**src/rtl/fetch_pkg.sv**
```systemverilog
// -----------------------------------------------------------------------------
// fetch_pkg
// Shared definitions for the instruction-fetch slice.
//   fetch_state_e : fetch sequencer states (IDLE, REQ, WAIT)
//   PC_RESET_VAL  : PC value after reset, shared with the PC register
//   INST_NOP      : canonical NOP (addi x0,x0,0) for downstream bubble insertion
// -----------------------------------------------------------------------------
package fetch_pkg;

   typedef enum logic [1:0] {
      IDLE = 2'd0,
      REQ  = 2'd1,
      WAIT = 2'd2
   } fetch_state_e;

   localparam logic [31:0] PC_RESET_VAL = 32'h0000_0000;
   localparam logic [31:0] INST_NOP     = 32'h0000_0013;

endpackage

```
**src/rtl/fetch_buf.sv**
```systemverilog
// -----------------------------------------------------------------------------
// fetch_buf
// One-entry holding register between fetch and the IF/ID stage.
// Ports:
//   clk, rst         : clock, asynchronous active-high reset
//   load             : capture load_pc/load_inst, mark entry valid
//   consume          : downstream took the entry this cycle
//   flush            : discard the entry (redirect); beats consume
//   load_pc/load_inst: incoming PC and instruction
//   valid/pc/inst    : buffered entry
// Priority: flush > load > consume. A load in the same cycle as a consume
// replaces the entry, so back-to-back delivery needs no bubble.
// -----------------------------------------------------------------------------
module fetch_buf (
   input  logic        clk,
   input  logic        rst,
   input  logic        load,
   input  logic        consume,
   input  logic        flush,
   input  logic [31:0] load_pc,
   input  logic [31:0] load_inst,
   output logic        valid,
   output logic [31:0] pc,
   output logic [31:0] inst
);

   always_ff @(posedge clk or posedge rst) begin
      if (rst) begin
         valid <= 1'b0;
         pc    <= 32'h0;
         inst  <= 32'h0;
      end else if (flush) begin
         valid <= 1'b0;
      end else if (load) begin
         valid <= 1'b1;
         pc    <= load_pc;
         inst  <= load_inst;
      end else if (consume) begin
         valid <= 1'b0;
      end
   end

endmodule

```
**src/rtl/pc_fetch_ctrl.sv**
```systemverilog
// -----------------------------------------------------------------------------
// pc_fetch_ctrl
// Fetch sequencer: drives the PC register (next_pc/pc_stall), issues one
// outstanding instruction-memory request at a time, kills responses made
// stale by a redirect, and buffers one instruction toward IF/ID.
// Ports:
//   clk, rst                     : clock, asynchronous active-high reset
//   current_pc -> next_pc,pc_stall: PC register interface
//   redirect_valid, redirect_pc  : taken branch/jump/trap from EX
//   pipe_stall                   : IF/ID cannot accept
//   imem_req/addr/gnt            : request channel (addr sampled on gnt)
//   imem_rvalid/rready/rdata     : response channel (rvalid held until rready)
//   if_valid/if_pc/if_inst       : buffered instruction
// Optional feature, macro FETCH_PERF_EN: adds CNT_W parameter and the
//   perf_fetch_cnt (buffer loads) / perf_kill_cnt (dropped responses) outputs.
// -----------------------------------------------------------------------------
module pc_fetch_ctrl
   import fetch_pkg::*;
#(
   parameter int unsigned PC_INC = 4
`ifdef FETCH_PERF_EN
   ,
   parameter int unsigned CNT_W  = 32
`endif
) (
   input  logic        clk,
   input  logic        rst,
   input  logic [31:0] current_pc,
   output logic [31:0] next_pc,
   output logic        pc_stall,
   input  logic        redirect_valid,
   input  logic [31:0] redirect_pc,
   input  logic        pipe_stall,
   output logic        imem_req,
   output logic [31:0] imem_addr,
   input  logic        imem_gnt,
   input  logic        imem_rvalid,
   output logic        imem_rready,
   input  logic [31:0] imem_rdata,
   output logic        if_valid,
   output logic [31:0] if_pc,
   output logic [31:0] if_inst
`ifdef FETCH_PERF_EN
   ,
   output logic [CNT_W-1:0] perf_fetch_cnt,
   output logic [CNT_W-1:0] perf_kill_cnt
`endif
);

   fetch_state_e state_reg;
   logic         kill_reg;
   logic [31:0]  req_pc_reg;

   logic gnt_fire;
   logic rsp_fire;
   logic buf_load;
   logic buf_consume;
   logic rsp_drop;

   assign imem_req  = (state_reg == REQ);
   // The address follows the PC every cycle so an ungranted request
   // retargets automatically when a redirect moves the PC.
   assign imem_addr = current_pc;

   assign next_pc  = redirect_valid ? redirect_pc : current_pc + 32'(PC_INC);
   assign pc_stall = !(redirect_valid || (imem_req && imem_gnt));

   // Accept the response if it will be dropped anyway, or the buffer is
   // empty, or the buffered entry leaves this cycle.
   assign imem_rready = (state_reg == WAIT) &&
                        (kill_reg || !if_valid || !pipe_stall || redirect_valid);

   assign gnt_fire    = imem_req && imem_gnt;
   assign rsp_fire    = imem_rready && imem_rvalid;
   assign buf_load    = rsp_fire && !kill_reg && !redirect_valid;
   assign rsp_drop    = rsp_fire && (kill_reg || redirect_valid);
   assign buf_consume = if_valid && !pipe_stall;

   always_ff @(posedge clk or posedge rst) begin
      if (rst) begin
         state_reg  <= IDLE;
         kill_reg   <= 1'b0;
         req_pc_reg <= PC_RESET_VAL;
      end else begin
         case (state_reg)
            IDLE: state_reg <= REQ;
            REQ: begin
               if (gnt_fire) begin
                  req_pc_reg <= current_pc;
                  state_reg  <= WAIT;
                  // Redirect on the grant cycle: the in-flight fetch is for
                  // the old path, so mark it stale.
                  kill_reg   <= redirect_valid;
               end
            end
            WAIT: begin
               if (rsp_fire) begin
                  // The only outstanding response is gone; nothing left to kill.
                  state_reg <= REQ;
                  kill_reg  <= 1'b0;
               end else if (redirect_valid) begin
                  kill_reg  <= 1'b1;
               end
            end
            default: state_reg <= IDLE;
         endcase
      end
   end

   fetch_buf u_fetch_buf (
      .clk       (clk),
      .rst       (rst),
      .load      (buf_load),
      .consume   (buf_consume),
      .flush     (redirect_valid),
      .load_pc   (req_pc_reg),
      .load_inst (imem_rdata),
      .valid     (if_valid),
      .pc        (if_pc),
      .inst      (if_inst)
   );

`ifdef FETCH_PERF_EN
   always_ff @(posedge clk or posedge rst) begin
      if (rst) begin
         perf_fetch_cnt <= '0;
         perf_kill_cnt  <= '0;
      end else begin
         if (buf_load) perf_fetch_cnt <= perf_fetch_cnt + 1'b1;
         if (rsp_drop) perf_kill_cnt  <= perf_kill_cnt + 1'b1;
      end
   end
`else
   // Drops are only observed by the performance counters.
   logic unused_drop;
   assign unused_drop = rsp_drop;
`endif

endmodule

```
**config.mk**
```make
export PLATFORM = sky130hd
export DESIGN_NAME = pc_fetch_ctrl
export DESIGN_NICKNAME = d
export VERILOG_FILES = /design/src/rtl/fetch_pkg.sv /design/src/rtl/fetch_buf.sv /design/src/rtl/pc_fetch_ctrl.sv
export SDC_FILE = /design/constraint.sdc
export NUM_CORES = 1
export LEC_CHECK = 0
export BUFFER_PORTS_ARGS = -buffer_cell sky130_fd_sc_hd__buf_4
export CORE_ASPECT_RATIO = 1.75
export CORE_UTILIZATION = 43
export DETAILED_ROUTE_END_ITERATION = 6
export PLACE_DENSITY = 0.78
export RECOVER_POWER = 25
export REMOVE_ABC_BUFFERS = 1
export SLEW_MARGIN = 20
export SYNTH_ARGS = -nofsm -noshare
export SYNTH_HDL_FRONTEND = slang
export SYNTH_SLANG_ARGS = --single-unit
```
**constraint.sdc**
```tcl
create_clock -name clk -period 2.8 [get_ports clk]
set_input_delay 0.28 -clock clk [delete_from_list [all_inputs] [get_ports clk]]
set_output_delay 0.28 -clock clk [all_outputs]
set_load 0.05 [all_outputs]
```
==> impl_metrics.toml <==
[clocking]
cts.sinks = 100
cts_tree = "built"
insertion_delay_ps = 340
clk_path_buf_depth = 2
clk_pin_slew_worst_paths_ps = 70
h-tree-depth = 3
post_cts_buffers = 0
cts_inserted_buffers = 9
cts_root_buf = "clkbuf_16"
ctsResizeCount = 0
cts_hold_buf = 0

[power_and_ir_drop]
leakage_nw = 3.209
max-vdd-ir-drop_mv = 0.7883
pwr-share-seq_pct = 33.1
internal_power_mw = 4.097
swShare_pct = 45.53
p_sw_mw = 3.425
pwr-share-clk_pct = 15.5
power_frac_comb_pct = 51.5
powerDensity_mw_per_mm2 = 1106

[sta]
hold-worst-slack_ps = 138.6
rsz0062_at_grt = "false"
fin_crit_sh_pct = 89.22
fin_skew_ps = 11.90
finalHoldViolCount = 0
final_max_slew_viol_count = 64
max_clock_freq_ghz = 0.4003
slew_headroom_pct = -55.53
period_needed_ps = 2498
tightestPinTransition_ps = 2330
setup_violations = 0

[global_routing]
grt_max_degree = 64
grt_pass1_wl_mm = 21.27
overflow = 0
grt_pass1_vias = 4209
antenna_found_initial = 0
grt_usage_pct = 22.66

[setup_path]
crit_path_top_delay_cell = "or3_4"
end_kind = "primary output"
cp_cell_sequence = "buf_4, ha_1, nand3_4, or3_4, or4_1, a31oi_1, buf_4"
worstPathMaxFanout = 12
critPathKind = "in2out"
crit_arrival_ps = 2220
crit_path_start_kind = "input pin"
worst_path_largest_cell_delay_ps = 490
crit_top_cell = "buf_4"
cp.required_ps = 2520

[synth]
synth_area_mm2 = 0.005011
avgSynthCellArea_um2 = 11.55
yosysSeqAreaShare_pct = 49.94
postSynthCellCount = 434
synth_top_cell_by_area = "dfrtp_1"
synth_warnings = 0
ys_types = 41
ys_ff_latch = 100
synthTopCellsByArea = "dfrtp_1 (50%), mux2_2 (21%), buf_4 (4.8%)"
synth.top_cell.area_share_pct = 49.94

[hold_path]
hold_path.class = "in2reg"

[finish]
syn_to_final_growth_pct = 35.73
n_antenna_cell = 0
multi_input_comb_area_mm2 = 0.002121
nNetsFinal = 734
regArea_mm2 = 0.002502
final_cell_area_mm2 = 0.006802
fillers = 981
layout.cells.non_filler = 768
drive_above_1_share_pct = 52.04
final_cell_mix = "buf_4 (216), dfrtp_1 (100), mux2_2 (94)"
layout_commonest_cell = "buf_4"

[floorplan]
pin_count = 234
die_w_um = 83.61
initial_core_util_pct = 44.62
dieArea_mm2 = 0.01211
num_rows = 51
die_h_um = 144.8
core_mm2 = 0.01123

[detailed_routing]
vias = 4140
vias_per_cell = 5.391
postRouteAntennaNets = 0
drcViolationCount = 0
drt_iter0_drc = 183
wl_per_cell_um = 17.79
drt_first_pass_iters = 4
wl_mm = 13.66

[placed_design]
dp_cells = 752
portBuffers = 233
place_area_mm2 = 0.006611
place_hpwl_mm = 10.49
gp_congestion = 0.7902

[status]
outcome = "finished with violations"
failed_checks = "max-capacitance violations, max-slew violations"

[run]
max_cap_violations = 1
==> path summary, 6_finish.rpt <==
check,from,end,slack (ps),cells after the start
max in group asynchronous,rst,u_fetch_buf.pc[31]$_DFFE_PP0P_,710,2
worst min-delay path,imem_rvalid,kill_reg$_DFFE_PP0P_,140,2
worst max-delay path,current_pc[2],next_pc[30],300,7
min in group asynchronous,rst,u_fetch_buf.inst[19]$_DFFE_PP0P_,740,2
worst max register to register,state_reg[0]$_DFFE_PP0P_,u_fetch_buf.inst[8]$_DFFE_PP0P_,870,5
worst min register to register,req_pc_reg[14]$_DFFE_PP0P_,req_pc_reg[14]$_DFFE_PP0P_,480,2
==> layout make-up <==
class                           instances  area share, %
Clock buffer                           11          3.422
Sequential cell                       100          36.79
Timing Repair Buffer                  239          25.17
Inverter                                7         0.3863
Multi-Input combinational cell        274          31.18
Clock inverter                          5         0.6255
Tap cell                              132          2.428
==> synthesized netlist by cell type (all sizes together) <==
cell type	count
dfrtp	100
inv	7
buf	42
nand2b	2
and2b	1
a21boi	1
and3	2
and2	1
clkbuf	11
o21ai	27
nand4	14
nand3	9
o211ai	1
a31oi	12
ha	1
o31ai	3
a31o	1
and3b	1
a311o	1
nor4	7
nand3b	1
a221oi	1
mux2	94
o21a	2
nand2	33
nor2b	1
nand4b	1
o31a	3
xor2	5
a21oi	3
nor2	16
or3	9
and4	5
nor3	5
or4	3
xnor2	8
==> layer usage <==
metal	vias to the layer above	GRT usage [%]	part of all wire (%)
li1	1929	-	-
met1	2009	24.21	36
met2	187	43.05	56
met3	15	5.445	6.6
met4	0	8.207	1.7
met5	-	0	0
==> critical path: cells and delay by family <==
kind	cells	cell delay, ps
compound gates	1	210
simple gates	3	1140
fa+ha+maj	1	230
buf+inv	2	350
==> power groups by stage <==
stage	Clock, mW	Sequential [mW]	Combinational, mW
finish	1.16	2.49	3.87
detailed placement	0	2.52	3.92
global placement	0	2.47	3.85
floorplan	0	3.97	1.07
global route	1.26	2.57	4.04
CTS	1.20	2.49	3.92
==> per-stage QoR <==
step	TNS (ps)	util, %	total power [mW]	worst slack (ps)
2_1_floorplan	-25990	-	5.041	-251.7
3_3_place_gp	0	58.87	6.316	385.3
3_5_place_dp	0	58.87	6.437	305.2
4_1_cts	0	61.32	7.609	304.1
5_1_grt	0	60.56	7.863	116.3
6_report	0	60.56	7.522	301.8
==> kinds of logic after synthesis <==
| kind of cell | synth area share, % |
|---|---|
| simple gates | 11.91 |
| compound gates | 6.617 |
| xor+xnor | 2.272 |
| buf+inv | 7.890 |
| flops | 49.94 |
| fa+ha+maj | 0.2496 |
| mux | 21.12 |
Note: power is estimated with default switching activity, not from simulation.
